[src/rtl/pc_unit_if.sv]
// ---------------------------------------------------------------------------
// pc_unit_if
// Bundles the request inputs and state outputs of the program-counter unit.
//   master : control side. Drives the advance strobe, redirect/trap/RAS
//            requests, and observes the PC, epc and RAS state.
//   slave  : pc_unit side. Mirror image of master.
// Signals:
//   increment_en                  advance strobe; nothing changes when 0
//   redirect_valid/redirect_target branch/jump redirect
//   trap_req/trap_vector          trap entry
//   trap_return                   return from trap to epc
//   ras_push/ras_pop              return-address stack requests
//   current_pc, pc_plus4, epc     PC state and sequential successor
//   ras_top/ras_empty/ras_full    RAS state
//   misaligned                    one-cycle pulse: selected target rejected
// ---------------------------------------------------------------------------
interface pc_unit_if #(
   parameter int XLEN = 32
);
   logic            increment_en;
   logic            redirect_valid;
   logic [XLEN-1:0] redirect_target;
   logic            trap_req;
   logic [XLEN-1:0] trap_vector;
   logic            trap_return;
   logic            ras_push;
   logic            ras_pop;
   logic [XLEN-1:0] current_pc;
   logic [XLEN-1:0] pc_plus4;
   logic [XLEN-1:0] epc;
   logic [XLEN-1:0] ras_top;
   logic            ras_empty;
   logic            ras_full;
   logic            misaligned;

   modport master (
      output increment_en, redirect_valid, redirect_target,
             trap_req, trap_vector, trap_return, ras_push, ras_pop,
      input  current_pc, pc_plus4, epc, ras_top, ras_empty, ras_full,
             misaligned
   );

   modport slave (
      input  increment_en, redirect_valid, redirect_target,
             trap_req, trap_vector, trap_return, ras_push, ras_pop,
      output current_pc, pc_plus4, epc, ras_top, ras_empty, ras_full,
             misaligned
   );
endinterface

[src/rtl/pc_unit.sv]
// ---------------------------------------------------------------------------
// pc_unit
// Architectural program counter with prioritised next-PC selection
// (trap entry > trap return > redirect > sequential), a trap-return register
// and a circular return-address stack. Every state change is gated by
// bus.increment_en.
// Ports:
//   clk    rising-edge clock
//   rst_n  asynchronous active-low reset
//   bus    pc_unit_if.slave: requests in, PC/epc/RAS state out
// ---------------------------------------------------------------------------
module pc_unit #(
   parameter int              XLEN         = 32,
   parameter logic [XLEN-1:0] RESET_VECTOR = '0,
   parameter int              RAS_DEPTH    = 4
) (
   input logic        clk,
   input logic        rst_n,
   pc_unit_if.slave   bus
);
   localparam int PTR_W = $clog2(RAS_DEPTH);
   localparam int CNT_W = $clog2(RAS_DEPTH + 1);

   logic [XLEN-1:0]  pc_q;
   logic [XLEN-1:0]  epc_q;
   logic             mis_q;
   logic [XLEN-1:0]  ras_mem [RAS_DEPTH];
   logic [PTR_W-1:0] top_q;
   logic [CNT_W-1:0] cnt_q;

   logic [XLEN-1:0]  pc_plus4;
   logic [XLEN-1:0]  target;
   logic             nonseq;
   logic             save_epc;
   logic             bad_target;
   logic             ras_is_empty;
   logic             ras_is_full;
   logic             push_only;
   logic             replace_top;
   logic             pop_only;

   // Wraps modulo 2^XLEN by construction.
   assign pc_plus4 = pc_q + XLEN'(4);

   // NOTE: every variable gets a default before the if-chain, so no path
   // leaves it unassigned and no latch is inferred.
   always_comb begin
      target   = pc_plus4;
      nonseq   = 1'b0;
      save_epc = 1'b0;
      if (bus.trap_req) begin
         target   = bus.trap_vector;
         nonseq   = 1'b1;
         save_epc = 1'b1;
      end else if (bus.trap_return) begin
         target = epc_q;
         nonseq = 1'b1;
      end else if (bus.redirect_valid) begin
         target = bus.redirect_target;
         nonseq = 1'b1;
      end
   end

   assign bad_target = nonseq && (target[1:0] != 2'b00);

   assign ras_is_empty = (cnt_q == '0);
   assign ras_is_full  = (cnt_q == CNT_W'(RAS_DEPTH));

   // Push+pop on an empty stack degenerates to a plain push; pop on an
   // empty stack is dropped.
   assign push_only   = bus.ras_push && (!bus.ras_pop || ras_is_empty);
   assign replace_top = bus.ras_push && bus.ras_pop && !ras_is_empty;
   assign pop_only    = bus.ras_pop && !bus.ras_push && !ras_is_empty;

   // NOTE: sequential state uses non-blocking assignments so every register
   // samples the pre-edge values of the others.
   always_ff @(posedge clk or negedge rst_n) begin
      if (!rst_n) begin
         pc_q  <= RESET_VECTOR;
         epc_q <= '0;
         mis_q <= 1'b0;
         top_q <= '0;
         cnt_q <= '0;
      end else if (bus.increment_en) begin
         mis_q <= bad_target;
         if (!bad_target) begin
            pc_q <= target;
            if (save_epc) epc_q <= pc_q;
         end
         if (push_only) begin
            top_q <= top_q + 1'b1;
            // A full stack wraps and overwrites its oldest entry.
            if (!ras_is_full) cnt_q <= cnt_q + 1'b1;
         end else if (pop_only) begin
            top_q <= top_q - 1'b1;
            cnt_q <= cnt_q - 1'b1;
         end
      end else begin
         mis_q <= 1'b0;
      end
   end

   // NOTE: the RAS storage is not reset; ras_top is masked by the count, so
   // stale contents are never visible.
   always_ff @(posedge clk) begin
      if (bus.increment_en) begin
         if (push_only)        ras_mem[top_q + 1'b1] <= pc_plus4;
         else if (replace_top) ras_mem[top_q]        <= pc_plus4;
      end
   end

   assign bus.current_pc = pc_q;
   assign bus.pc_plus4   = pc_plus4;
   assign bus.epc        = epc_q;
   assign bus.ras_top    = ras_is_empty ? '0 : ras_mem[top_q];
   assign bus.ras_empty  = ras_is_empty;
   assign bus.ras_full   = ras_is_full;
   assign bus.misaligned = mis_q;
endmodule

[src/flat_wrapper.sv]
// flat-port wrapper written by rule: the top's interface ports become plain ports
module pc_unit_flat 
#(
   parameter int              XLEN         = 32,
   parameter logic [XLEN-1:0] RESET_VECTOR = '0,
   parameter int              RAS_DEPTH    = 4
)
  (clk, rst_n, bus_increment_en, bus_redirect_valid, bus_redirect_target, bus_trap_req, bus_trap_vector, bus_trap_return, bus_ras_push, bus_ras_pop, bus_current_pc, bus_pc_plus4, bus_epc, bus_ras_top, bus_ras_empty, bus_ras_full, bus_misaligned);
  pc_unit_if #(.XLEN(XLEN)) bus_i ();
  input logic clk;
  input logic rst_n;
  input wire logic [$bits(bus_i.increment_en)-1:0] bus_increment_en;
  input wire logic [$bits(bus_i.redirect_valid)-1:0] bus_redirect_valid;
  input wire logic [$bits(bus_i.redirect_target)-1:0] bus_redirect_target;
  input wire logic [$bits(bus_i.trap_req)-1:0] bus_trap_req;
  input wire logic [$bits(bus_i.trap_vector)-1:0] bus_trap_vector;
  input wire logic [$bits(bus_i.trap_return)-1:0] bus_trap_return;
  input wire logic [$bits(bus_i.ras_push)-1:0] bus_ras_push;
  input wire logic [$bits(bus_i.ras_pop)-1:0] bus_ras_pop;
  output wire logic [$bits(bus_i.current_pc)-1:0] bus_current_pc;
  output wire logic [$bits(bus_i.pc_plus4)-1:0] bus_pc_plus4;
  output wire logic [$bits(bus_i.epc)-1:0] bus_epc;
  output wire logic [$bits(bus_i.ras_top)-1:0] bus_ras_top;
  output wire logic [$bits(bus_i.ras_empty)-1:0] bus_ras_empty;
  output wire logic [$bits(bus_i.ras_full)-1:0] bus_ras_full;
  output wire logic [$bits(bus_i.misaligned)-1:0] bus_misaligned;
  assign bus_i.increment_en = bus_increment_en;
  assign bus_i.redirect_valid = bus_redirect_valid;
  assign bus_i.redirect_target = bus_redirect_target;
  assign bus_i.trap_req = bus_trap_req;
  assign bus_i.trap_vector = bus_trap_vector;
  assign bus_i.trap_return = bus_trap_return;
  assign bus_i.ras_push = bus_ras_push;
  assign bus_i.ras_pop = bus_ras_pop;
  assign bus_current_pc = bus_i.current_pc;
  assign bus_pc_plus4 = bus_i.pc_plus4;
  assign bus_epc = bus_i.epc;
  assign bus_ras_top = bus_i.ras_top;
  assign bus_ras_empty = bus_i.ras_empty;
  assign bus_ras_full = bus_i.ras_full;
  assign bus_misaligned = bus_i.misaligned;
  pc_unit #(.XLEN(XLEN), .RESET_VECTOR(RESET_VECTOR), .RAS_DEPTH(RAS_DEPTH)) u_core (.clk(clk), .rst_n(rst_n), .bus(bus_i));
endmodule
[config.mk]
export PLATFORM = sky130hd
export DESIGN_NAME = pc_unit_flat
export DESIGN_NICKNAME = d
export VERILOG_FILES = /design/src/rtl/pc_unit_if.sv /design/src/rtl/pc_unit.sv /design/src/flat_wrapper.sv
export SDC_FILE = /design/constraint.sdc
export NUM_CORES = 1
export LEC_CHECK = 0
export CAP_MARGIN = 20
export CORE_ASPECT_RATIO = 1.75
export CORE_MARGIN = 2
export CORE_UTILIZATION = 55
export DETAILED_ROUTE_END_ITERATION = 6
export GPL_ROUTABILITY_DRIVEN = 0
export GPL_TIMING_DRIVEN = 1
export PLACE_DENSITY = 0.86
export SYNTH_ARGS = -nofsm -noshare
export SYNTH_HDL_FRONTEND = slang
export SYNTH_SLANG_ARGS = --single-unit
[constraint.sdc]
create_clock -name clk -period 10.3 [get_ports clk]
set_input_delay 1.545 -clock clk [delete_from_list [all_inputs] [get_ports clk]]
set_output_delay 1.545 -clock clk [all_outputs]
set_load 0.05 [all_outputs]
==> results of run 1 <==
==> through the flow <==
stage	area, um^2	utilization	power, uW	hold WS (ps)
3_3_place_gp	11400	0.693	3540	492
5_1_grt	12100	0.733	4400	567
4_1_cts	12000	0.731	4260	541
2_1_floorplan	9260	-	2810	461
3_5_place_dp	11400	0.696	3610	525
6_report	12100	0.733	4260	545
==> state kept, by name (all words and copies together), names as in the netlist <==
name	count
u_core.top_q	2
u_core.ras_mem	128
u_core.bus.current_pc	32
u_core.bus.misaligned	1
u_core.bus.epc	32
u_core.cnt_q	3
==> worst register-to-register path: stages (launching register included) <==
cell and delay, ps:
dfrtp_1 480, mux2_1 330, a222oi_1 390, a22o_2 270, and2_1 800, nand2_4 590, mux2_4 500
==> routing by layer <==
metal	routed length, um	GRT usage
met4	1170	0.129
met5	0	0
met2	13400	0.484
met1	8710	0.375
met3	2090	0.0474
==> final timing paths <==
path	startpoint	end	depth (start not counted)
max	u_core.bus.current_pc[2]	bus_pc_plus4[30]	7
max in group asynchronous	rst_n	u_core.top_q[0]	1
max reg2reg	u_core.bus.current_pc[0]	u_core.bus.epc[23]	6
min reg2reg	u_core.cnt_q[2]	u_core.cnt_q[2]	1
min	u_core.cnt_q[2]	u_core.cnt_q[2]	1
min in group asynchronous	rst_n	u_core.bus.epc[12]	1
==> logic make-up (layout without fill, tap and decap cells) <==
logic type      count (synthesis)  after routing  share of synthesized area
simple gates                  155            155                     0.0951
buf+inv                        56            252                     0.0289
compound gates                127            127                     0.0944
fa+ha+maj                       2              2                    0.00351
mux                            75             75                      0.142
flops                         198            198                      0.604
xor+xnor                       34             34                     0.0322
==> cells in the final DEF, fill, tap and decap left out, types with 4 or more instances in the layout <==
cell             netlist  layout
clkdlybuf4s50_1        0     200
clkbuf_16              0      17
inv_6                  0       4
nand2b_1              10      10
o31ai_1               10      10
a221oi_1               6       6
a31o_2                 4       4
a32o_1                 7       7
buf_4                  3       5
mux2i_1                7       7
edfxtp_1             128     128
nor2b_1               35      34
a21oi_1               22      20
o21ai_1                6       6
o21ai_0               34      34
mux4_2                32      32
inv_1                 10      10
nand2_1               28      28
mux2_4                31      31
dfrtp_1               70      69
xor2_1                17      17
mux2_2                 4       4
nand3_1               14      14
nor2_1                26      24
nor3_1                10       9
a221o_1               12      12
and3_1                 4       4
xnor2_1               17      17
==> final cells by class <==
class / instances / area [um^2] / share of cell area
Multi-Input combinational cell: 393 / 3440 / 0.286
Clock buffer: 17 / 425 / 0.0353
Tap cell: 224 / 280 / 0.0232
Timing Repair Buffer: 210 / 2130 / 0.177
Sequential cell: 198 / 5600 / 0.464
Inverter: 10 / 37.5 / 0.00311
Clock inverter: 15 / 144 / 0.0119
==> power groups by stage <==
stage / clock [uW] / sequential, uW / combinational [uW]
2_1_floorplan: 0 / 1650 / 1160
3_3_place_gp: 0 / 1300 / 2240
3_5_place_dp: 0 / 1320 / 2290
4_1_cts: 650 / 1310 / 2300
5_1_grt: 681 / 1340 / 2380
6_report: 647 / 1320 / 2300
==> metrics.yaml, run 1 <==
pwr:
  p_seq_frac: 0.309
  p_sw_frac: 0.468
  clkPwrFrac: 0.152
  cellPowerDensity_nw_per_um2: 353
  combPwrFrac: 0.539
  switching_power_uw: 2000
  ir_drop_mv: 0.213
  intPower_uw: 2270
  p_leak_uw: 0.00443
final_layout:
  fin_cells: 1067
  drive_gt1_frac: 0.159
  synthToLayoutAreaGrowth_pct: 30.2
  fin_nets: 904
  num_antenna_cells: 0
  fillers: 1009
global_route:
  grt_max_degree: 71
  grt_pass1_wl_um: 39200
  grt_antenna_before_repair: 0
  grt_pass1_vias: 6776
  grtUsageTotal: 0.291
  grt-ovfl-total: 0
worst_setup_path:
  r2r_slack_ps: 6830
  cp.arrival_ps: 3860
  critical-path-max-stage-delay_ps: 940
  crit_path_top_delay_cell: "clkdlybuf4s50_1"
  cp_cell_sequence: "ha_1, nand3_1, nor3_2, nand4_1, or3_1, xnor2_1, clkdlybuf4s50_1"
  path_buf_inv: 1
  required_ps: 8760
  cp_max_fo: 7
  crit_type: "reg2out"
  crit_path_start_kind: "register"
  cp_top_family: "simple AND/OR/NAND/NOR gates"
  worstSetupEndpointType: "primary output"
timing:
  finalCritPeriodShare: 0.525
  tightest_slew_ps: 1040
  relSlewSlack: 0.301
  fin_skew_ps: 11.5
  fmax_mhz: 185
  finalHoldViolCount: 0
  rsz0062_at_grt: "no"
  drv_slew: 0
  postLayoutSetupSlackWorst_ps: 4890
  min_period_ps: 5410
  tns_ps: 0
  setup_viol: 0
cts:
  holdBufCountCts: 0
  clock_latency_ps: 430
  clock_path_buffers: 2
  cts_tree: "done"
  clk_pin_slew_worst_paths_ps: 70
  htree_levels: 4
  post_cts_buffers: 0
  cts_resized: 0
  root_buffer: "clkbuf_16"
  numCtsBuffers: 17
  clkSinkCount: 198
routing:
  drc_errors: 0
  wl_per_cell_um: 23.7
  vias_per_cell: 6.36
  vias: 6787
  wirelength_um: 25300
  drt_iter0_drc: 649
  antenna_left: 0
  first_pass_iters: 5
yosys:
  ys.flop_type: "edfxtp_1"
  synth_commonest_cells: "128 x edfxtp_1, 70 x dfrtp_1, 35 x nor2b_1"
  synth_area_per_cell_um2: 14.3
  synthDistinctLibCells: 63
  post-synth-top-count-cell: "edfxtp_1"
  synth_seq_cells: 198
  synthCells: 647
  synth_top_cell_by_area: "edfxtp_1"
  yosysTopAreaCellShare: 0.415
  synthTopCellsByArea: "edfxtp_1 42%, dfrtp_1 19%, mux4_2 7.8%"
  seq_area_frac_synth: 0.604
  syn_area_um2: 9260
  synth-edff-count: 128
  synth_fp_nets: 721
  synth-async-reset-ratio: 0.354
  yosysWarnings: 0
place:
  port_buffers: 202
  post-place-cells: 1033
  dp_hpwl_um: 17300
  dp_slack_ps: 4480
outcome:
  outcome: "completed"
hold_path:
  hold_path_class: "reg2reg"
floorplan:
  core_area_um2: 16400
  initial_utilization: 0.563
  ios: 203
  die_area_um2: 17900
  chipWidth_um: 102
  fp-row-count: 62
  die_y_um: 176
run:
  maxCapViolCount: 0
No activity file was read; power rests on OpenSTA's default activity.
==> run 2, diff against run 1 <==
--- a/config.mk
+++ b/config.mk
@@ -8,11 +8,11 @@
 export CAP_MARGIN = 20
 export CORE_ASPECT_RATIO = 1.75
 export CORE_MARGIN = 2
-export CORE_UTILIZATION = 55
+export CORE_UTILIZATION = 46
 export DETAILED_ROUTE_END_ITERATION = 6
 export GPL_ROUTABILITY_DRIVEN = 0
 export GPL_TIMING_DRIVEN = 1
-export PLACE_DENSITY = 0.86
+export PLACE_DENSITY = 0.77
 export SYNTH_ARGS = -nofsm -noshare
 export SYNTH_HDL_FRONTEND = slang
 export SYNTH_SLANG_ARGS = --single-unit
==> constraint.sdc (replaced) <==
create_clock -name clk -period 4.65 [get_ports clk]
set_input_delay 0.6975 -clock clk [delete_from_list [all_inputs] [get_ports clk]]
set_output_delay 0.6975 -clock clk [all_outputs]
set_load 0.05 [all_outputs]
==> run 2 against run 1 <==
  * Worst setup slack lost 4600 ps
  * Largest power group unchanged
  * Non-clock buffer count grew 13
  * Worst hold slack lost 140 ps
  * Clock power grew 130%
  * Final area grew 0.97%
  * Critical path type unchanged
  * Count of clock-buffer cells in the layout grew 1
  * Power grew 120%
  * Critical path depth shrank 2
  * Utilization shrank 12 points
  * Final cell count grew 3.4%
==> metrics.yaml, run 2 (same netlist as run 1, synthesis figures left out) <==
global_route:
  grtUsageTotal: 0.226  # -0.0653
  grt-ovfl-total: 0  # unchanged
  grt_max_degree: 71  # unchanged
  grt_pass1_vias: 6358  # -6.2%
  grt_pass1_wl_um: 36800  # -6.0%
  grt_antenna_before_repair: 2  # +2
timing:
  tightest_slew_ps: 1080  # +30.6 ps
  tns_ps: 0  # unchanged
  setup_viol: 0  # unchanged
  rsz0062_at_grt: "no"
  min_period_ps: 4370
  finalCritPeriodShare: 0.939
  relSlewSlack: 0.283  # -0.0172
  finalHoldViolCount: 0  # unchanged
  fmax_mhz: 229
  drv_slew: 0  # unchanged
  fin_skew_ps: 12.8  # +1.34 ps
floorplan:
  ios: 203  # unchanged
  chipWidth_um: 111  # +9.0%
  fp-row-count: 68  # +9.7%
  die_area_um2: 21300  # +19%
  core_area_um2: 19700  # +20%
  die_y_um: 192  # +9.1%
  initial_utilization: 0.469  # -0.0940
routing:
  vias_per_cell: 5.80  # -8.9%
  antenna_left: 0  # unchanged
  drt_iter0_drc: 537  # -17%
  wirelength_um: 24200  # -4.6%
  first_pass_iters: 5  # unchanged
  wl_per_cell_um: 21.9  # -7.7%
  drc_errors: 0  # unchanged
  vias: 6392  # -5.8%
run:
  maxCapViolCount: 0  # unchanged
worst_setup_path:
  cp.arrival_ps: 3670  # -190 ps
  crit_path_start_kind: "register"
  critical-path-max-stage-delay_ps: 930  # about the same
  crit_type: "reg2out"
  r2r-start: "u_core.cnt_q[0]"
  required_ps: 3950  # -4810 ps
  worstSetupEndpointType: "primary output"
  crit_path_top_delay_cell: "clkdlybuf4s50_1"
  cp_max_fo: 9  # +2
  crit_path_start: "u_core.bus.current_pc[4]"
  cp_cell_sequence: "nand4_1, or4_4, nor4_2, xor2_1, clkdlybuf4s50_1"
place:
  dp_hpwl_um: 17200  # -0.82%
  post-place-cells: 1068  # +3.4%
  port_buffers: 202  # unchanged
final_layout:
  fillers: 1530  # +52%
  fin_cells: 1103  # +3.4%
  largest_reg_flops: 128  # unchanged
  synthToLayoutAreaGrowth_pct: 31.5
  regMostFlops: "u_core.ras_mem"
  layout_common_cells: "199 x clkdlybuf4s50_1, 128 x edfxtp_1, 69 x dfrtp_1"
  final_core_util: 0.617  # -0.116
  final_common_cell: "clkdlybuf4s50_1"
  drive_gt1_frac: 0.172  # +0.0128
  fin_nets: 917  # +1.4%
cts:
  cts_resized: 0  # unchanged
  cts_tree: "done"
  holdBufCountCts: 0  # unchanged
  clock_latency_ps: 430  # about the same
  clkSinkCount: 198  # unchanged
  post_cts_buffers: 0  # unchanged
  clk_pin_slew_worst_paths_ps: 70  # about the same
  root_buffer: "clkbuf_16"
  numCtsBuffers: 17  # unchanged
  htree_levels: 4  # unchanged
  clock_path_buffers: 2  # unchanged
pwr:
  p_leak_uw: 0.00450  # +1.7%
  ir_drop_mv: 0.475  # +120%
  cellPowerDensity_nw_per_um2: 778  # +120%
hold_path:
  hold_path_class: "in2async"
outcome:
  outcome: "completed"
run 2: worst paths after layout:
| kind | slack, ps | endpoint | cells after the start |
|---|---|---|---|
| worst min register to register | 530 | u_core.cnt_q[2] | 1 |
| min in group clk | 530 | u_core.cnt_q[2] | 1 |
| worst max-delay path | 280 | bus_pc_plus4[29] | 5 |
| max in group asynchronous | 3560 | u_core.top_q[0] | 1 |
| worst min-delay path | 400 | u_core.bus.epc[4] | 1 |
| worst max register to register | 1750 | u_core.ras_mem[3][8] | 7 |
run 2: final cells by class:
type,instances,area (um^2),area share
multi-input cells,393,3440,0.283
clock buffers,18,429,0.0353
diodes,2,5.00,0.000411
inverters,10,37.5,0.00308
repair buffers,223,2190,0.180
well taps,245,307,0.0252
clock inverters,14,169,0.0139
flip-flops and latches,198,5600,0.460
run 2: per-stage QoR:
stage / worst slack [ps] / power [uW] / instance area (um^2) / hold slack [ps]
2_1_floorplan: 914 / 6230 / 9260 / 402
3_3_place_gp: 711 / 7960 / 11500 / 506
3_5_place_dp: 637 / 8010 / 11500 / 522
4_1_cts: 152 / 9490 / 12100 / 431
5_1_grt: 83.2 / 9810 / 12200 / 489
6_report: 284 / 9470 / 12200 / 401
run 2: per-layer routing:
metal,global-route usage,up-vias,wire length [um]
met5,0,-,0
met4,0.0964,0,752
met3,0.0328,40,1330
met2,0.394,280,12800
met1,0.283,3214,9230
li1,-,2858,-
run 2: report_power, final:
group | switching [uW] | internal (uW) | total (uW)
combinational | 3190 | 1840 | 5030
clock | 677 | 810 | 1490
sequential | 495 | 2450 | 2950
run 2: critical path: cells and delay by family, from the launching register on:
| family | cells | cell delay (ps) |
|---|---|---|
| xor+xnor | 1 | 590 |
| buf+inv | 1 | 930 |
| flops | 1 | 470 |
| simple gates | 3 | 1240 |
==> run 3, diff against run 2 <==
--- a/config.mk
+++ b/config.mk
@@ -5,12 +5,12 @@
 export SDC_FILE = /design/constraint.sdc
 export NUM_CORES = 1
 export LEC_CHECK = 0
-export CAP_MARGIN = 20
+export CAP_MARGIN = 5
 export CORE_ASPECT_RATIO = 1.75
 export CORE_MARGIN = 2
 export CORE_UTILIZATION = 46
 export DETAILED_ROUTE_END_ITERATION = 6
-export GPL_ROUTABILITY_DRIVEN = 0
+export GPL_ROUTABILITY_DRIVEN = 1
 export GPL_TIMING_DRIVEN = 1
 export PLACE_DENSITY = 0.77
 export SYNTH_ARGS = -nofsm -noshare
==> run 3 against run 2 <==
  * Final cell count about the same
  * Combinational power shrank 1%
  * Clock skew is essentially flat
  * Maximum frequency about the same
  * Sequential power is 1% higher
  * Die area unchanged
  * Worst hold slack better by 3.8 ps
  * First-iteration DRC count decreased by 10%
==> metrics.yaml, run 3 (same netlist as run 1, synthesis figures left out) <==
outcome:
  outcome: "completed"
pwr:
  cellPowerDensity_nw_per_um2: 777  # about the same
  p_leak_uw: 0.00449  # -0.21%
  ir_drop_mv: 0.525  # +10%
  power_uw: 9450  # -0.22%
place:
  port_buffers: 202  # unchanged
  gp_congestion: 0.886
  dp_hpwl_um: 17200  # unchanged
cts:
  cts_tree: "done"
  holdBufCountCts: 0  # unchanged
  clock_latency_ps: 430  # about the same
  numCtsBuffers: 17  # unchanged
  root_buffer: "clkbuf_16"
  clkSinkCount: 198  # unchanged
  clock_path_buffers: 2  # unchanged
  htree_levels: 4  # unchanged
  clk_pin_slew_worst_paths_ps: 70  # about the same
worst_setup_path:
  r2r-end: "u_core.ras_mem[3][8]"
  r2r_slack_ps: 1720  # -30 ps
  r2r-start: "u_core.cnt_q[0]"
  worstSetupEndpointType: "primary output"
  required_ps: 3950  # about the same
  cp.arrival_ps: 3670  # about the same
  crit_path_start_kind: "register"
  reg2reg_depth: 7  # unchanged
  cp_max_fo: 9  # unchanged
  crit_type: "reg2out"
routing:
  drc_errors: 0  # unchanged
  antenna_left: 0  # unchanged
  wirelength_um: 24200  # +0.15%
  vias: 6410  # +0.28%
  wl_per_cell_um: 22.0  # +0.24%
  drt_iter0_drc: 482  # -10%
  vias_per_cell: 5.82  # +0.37%
  first_pass_iters: 5  # unchanged
timing:
  tightest_slew_ps: 1100  # +28.8 ps
  finalHoldViolCount: 0  # unchanged
  setup_viol: 0  # unchanged
  min_period_ps: 4370  # +4.25 ps
  finalCritPeriodShare: 0.940  # about the same
  drv_slew: 0  # unchanged
  fmax_mhz: 229  # about the same
  rsz0062_at_grt: "no"
  relSlewSlack: 0.264  # -0.0192
  fin_skew_ps: 12.5  # -0.371 ps
  tns_ps: 0  # unchanged
floorplan:
  die_area_um2: 21300  # unchanged
  core_area_um2: 19700  # unchanged
  die_y_um: 192  # unchanged
  fp-row-count: 68  # unchanged
  ios: 203  # unchanged
  chipWidth_um: 111  # unchanged
  initial_utilization: 0.469  # unchanged
run:
  maxCapViolCount: 0  # unchanged
final_layout:
  fin_nets: 916  # -0.11%
  layout_common_cells: "199 x clkdlybuf4s50_1, 128 x edfxtp_1, 69 x dfrtp_1"
  regMostFlops: "u_core.ras_mem"
  synthToLayoutAreaGrowth_pct: 31.2
  fillers: 1539  # +0.59%
  largest_reg_flops: 128  # unchanged
  drive_gt1_frac: 0.171  # -0.000969
  final_common_cell: "clkdlybuf4s50_1"
global_route:
  grt-ovfl-total: 0  # unchanged
  grt_max_degree: 71  # unchanged
  grt_antenna_before_repair: 2  # unchanged
  grtUsageTotal: 0.226  # unchanged
  grt_pass1_wl_um: 36800  # unchanged
  grt_pass1_vias: 6358  # unchanged
hold_path:
  hold_path_class: "in2async"
-- run 3: cell count changes in the layout (fill, tap and decap cells not counted) --
| cell | previous run | this run |
|---|---|---|
| buf_12 | 1 | 0 |
-- run 3: timing repair --
item,in CTS,in global routing
setup endpoints to repair,0,1
gates resized for setup,0,1
setup buffers,0,0
-- run 3: cell type report --
type | instances | area [um^2] | share of cell area
diodes | 2 | 5.00 | 0.000412
clock inverters | 14 | 169 | 0.0139
repair buffers | 222 | 2170 | 0.178
multi-input cells | 393 | 3440 | 0.283
well taps | 245 | 307 | 0.0252
clock buffers | 18 | 429 | 0.0353
flip-flops and latches | 198 | 5600 | 0.460
inverters | 10 | 37.5 | 0.00309
-- run 3: report_power, final --
group | switching, uW | internal [uW]
Combinational | 3150 | 1820
Sequential | 538 | 2450
Clock | 674 | 810
-- run 3: worst max path at each step --
stage                                        start          endpoint  slack [ps]  depth (start not counted)
final                     u_core.bus.current_pc[4]  bus_pc_plus4[29]         280                          5
after global routing      u_core.bus.current_pc[2]  bus_pc_plus4[18]          80                          6
after CTS                 u_core.bus.current_pc[2]  bus_pc_plus4[26]         150                          7
after detailed placement  u_core.bus.current_pc[2]  bus_pc_plus4[26]         640                          7
after global placement    u_core.bus.current_pc[2]  bus_pc_plus4[26]         710                          7
after floorplan           u_core.bus.current_pc[2]  bus_pc_plus4[26]         910                          7
-- run 3: through the flow --
| step | hold slack [ps] | util | worst slack, ps | cell area, um^2 | std cells |
|---|---|---|---|---|---|
| finish | 405 | 0.616 | 280 | 12200 | 1102 |
| CTS | 431 | 0.615 | 152 | 12100 | 1100 |
| global placement | 506 | 0.585 | 711 | 11500 | 1068 |
| detailed placement | 522 | 0.585 | 637 | 11500 | 1068 |
| floorplan | 402 | - | 914 | 9260 | 647 |
| global route | 489 | 0.616 | 83.2 | 12200 | 1102 |
-- run 3: routing by layer --
metal	global-route usage	vias up	part of all wire
met5	0	-	0
met4	0.0964	0	0.033
met3	0.0328	48	0.049
met2	0.394	264	0.52
met1	0.283	3235	0.39
li1	-	2863	-
-- run 3: critical path, cell delays in order, from the launching register on --
cell and delay [ps]:
dfrtp_1 470, nand4_1 280, or4_4 660, nor4_2 300
xor2_1 600, clkdlybuf4s50_1 930
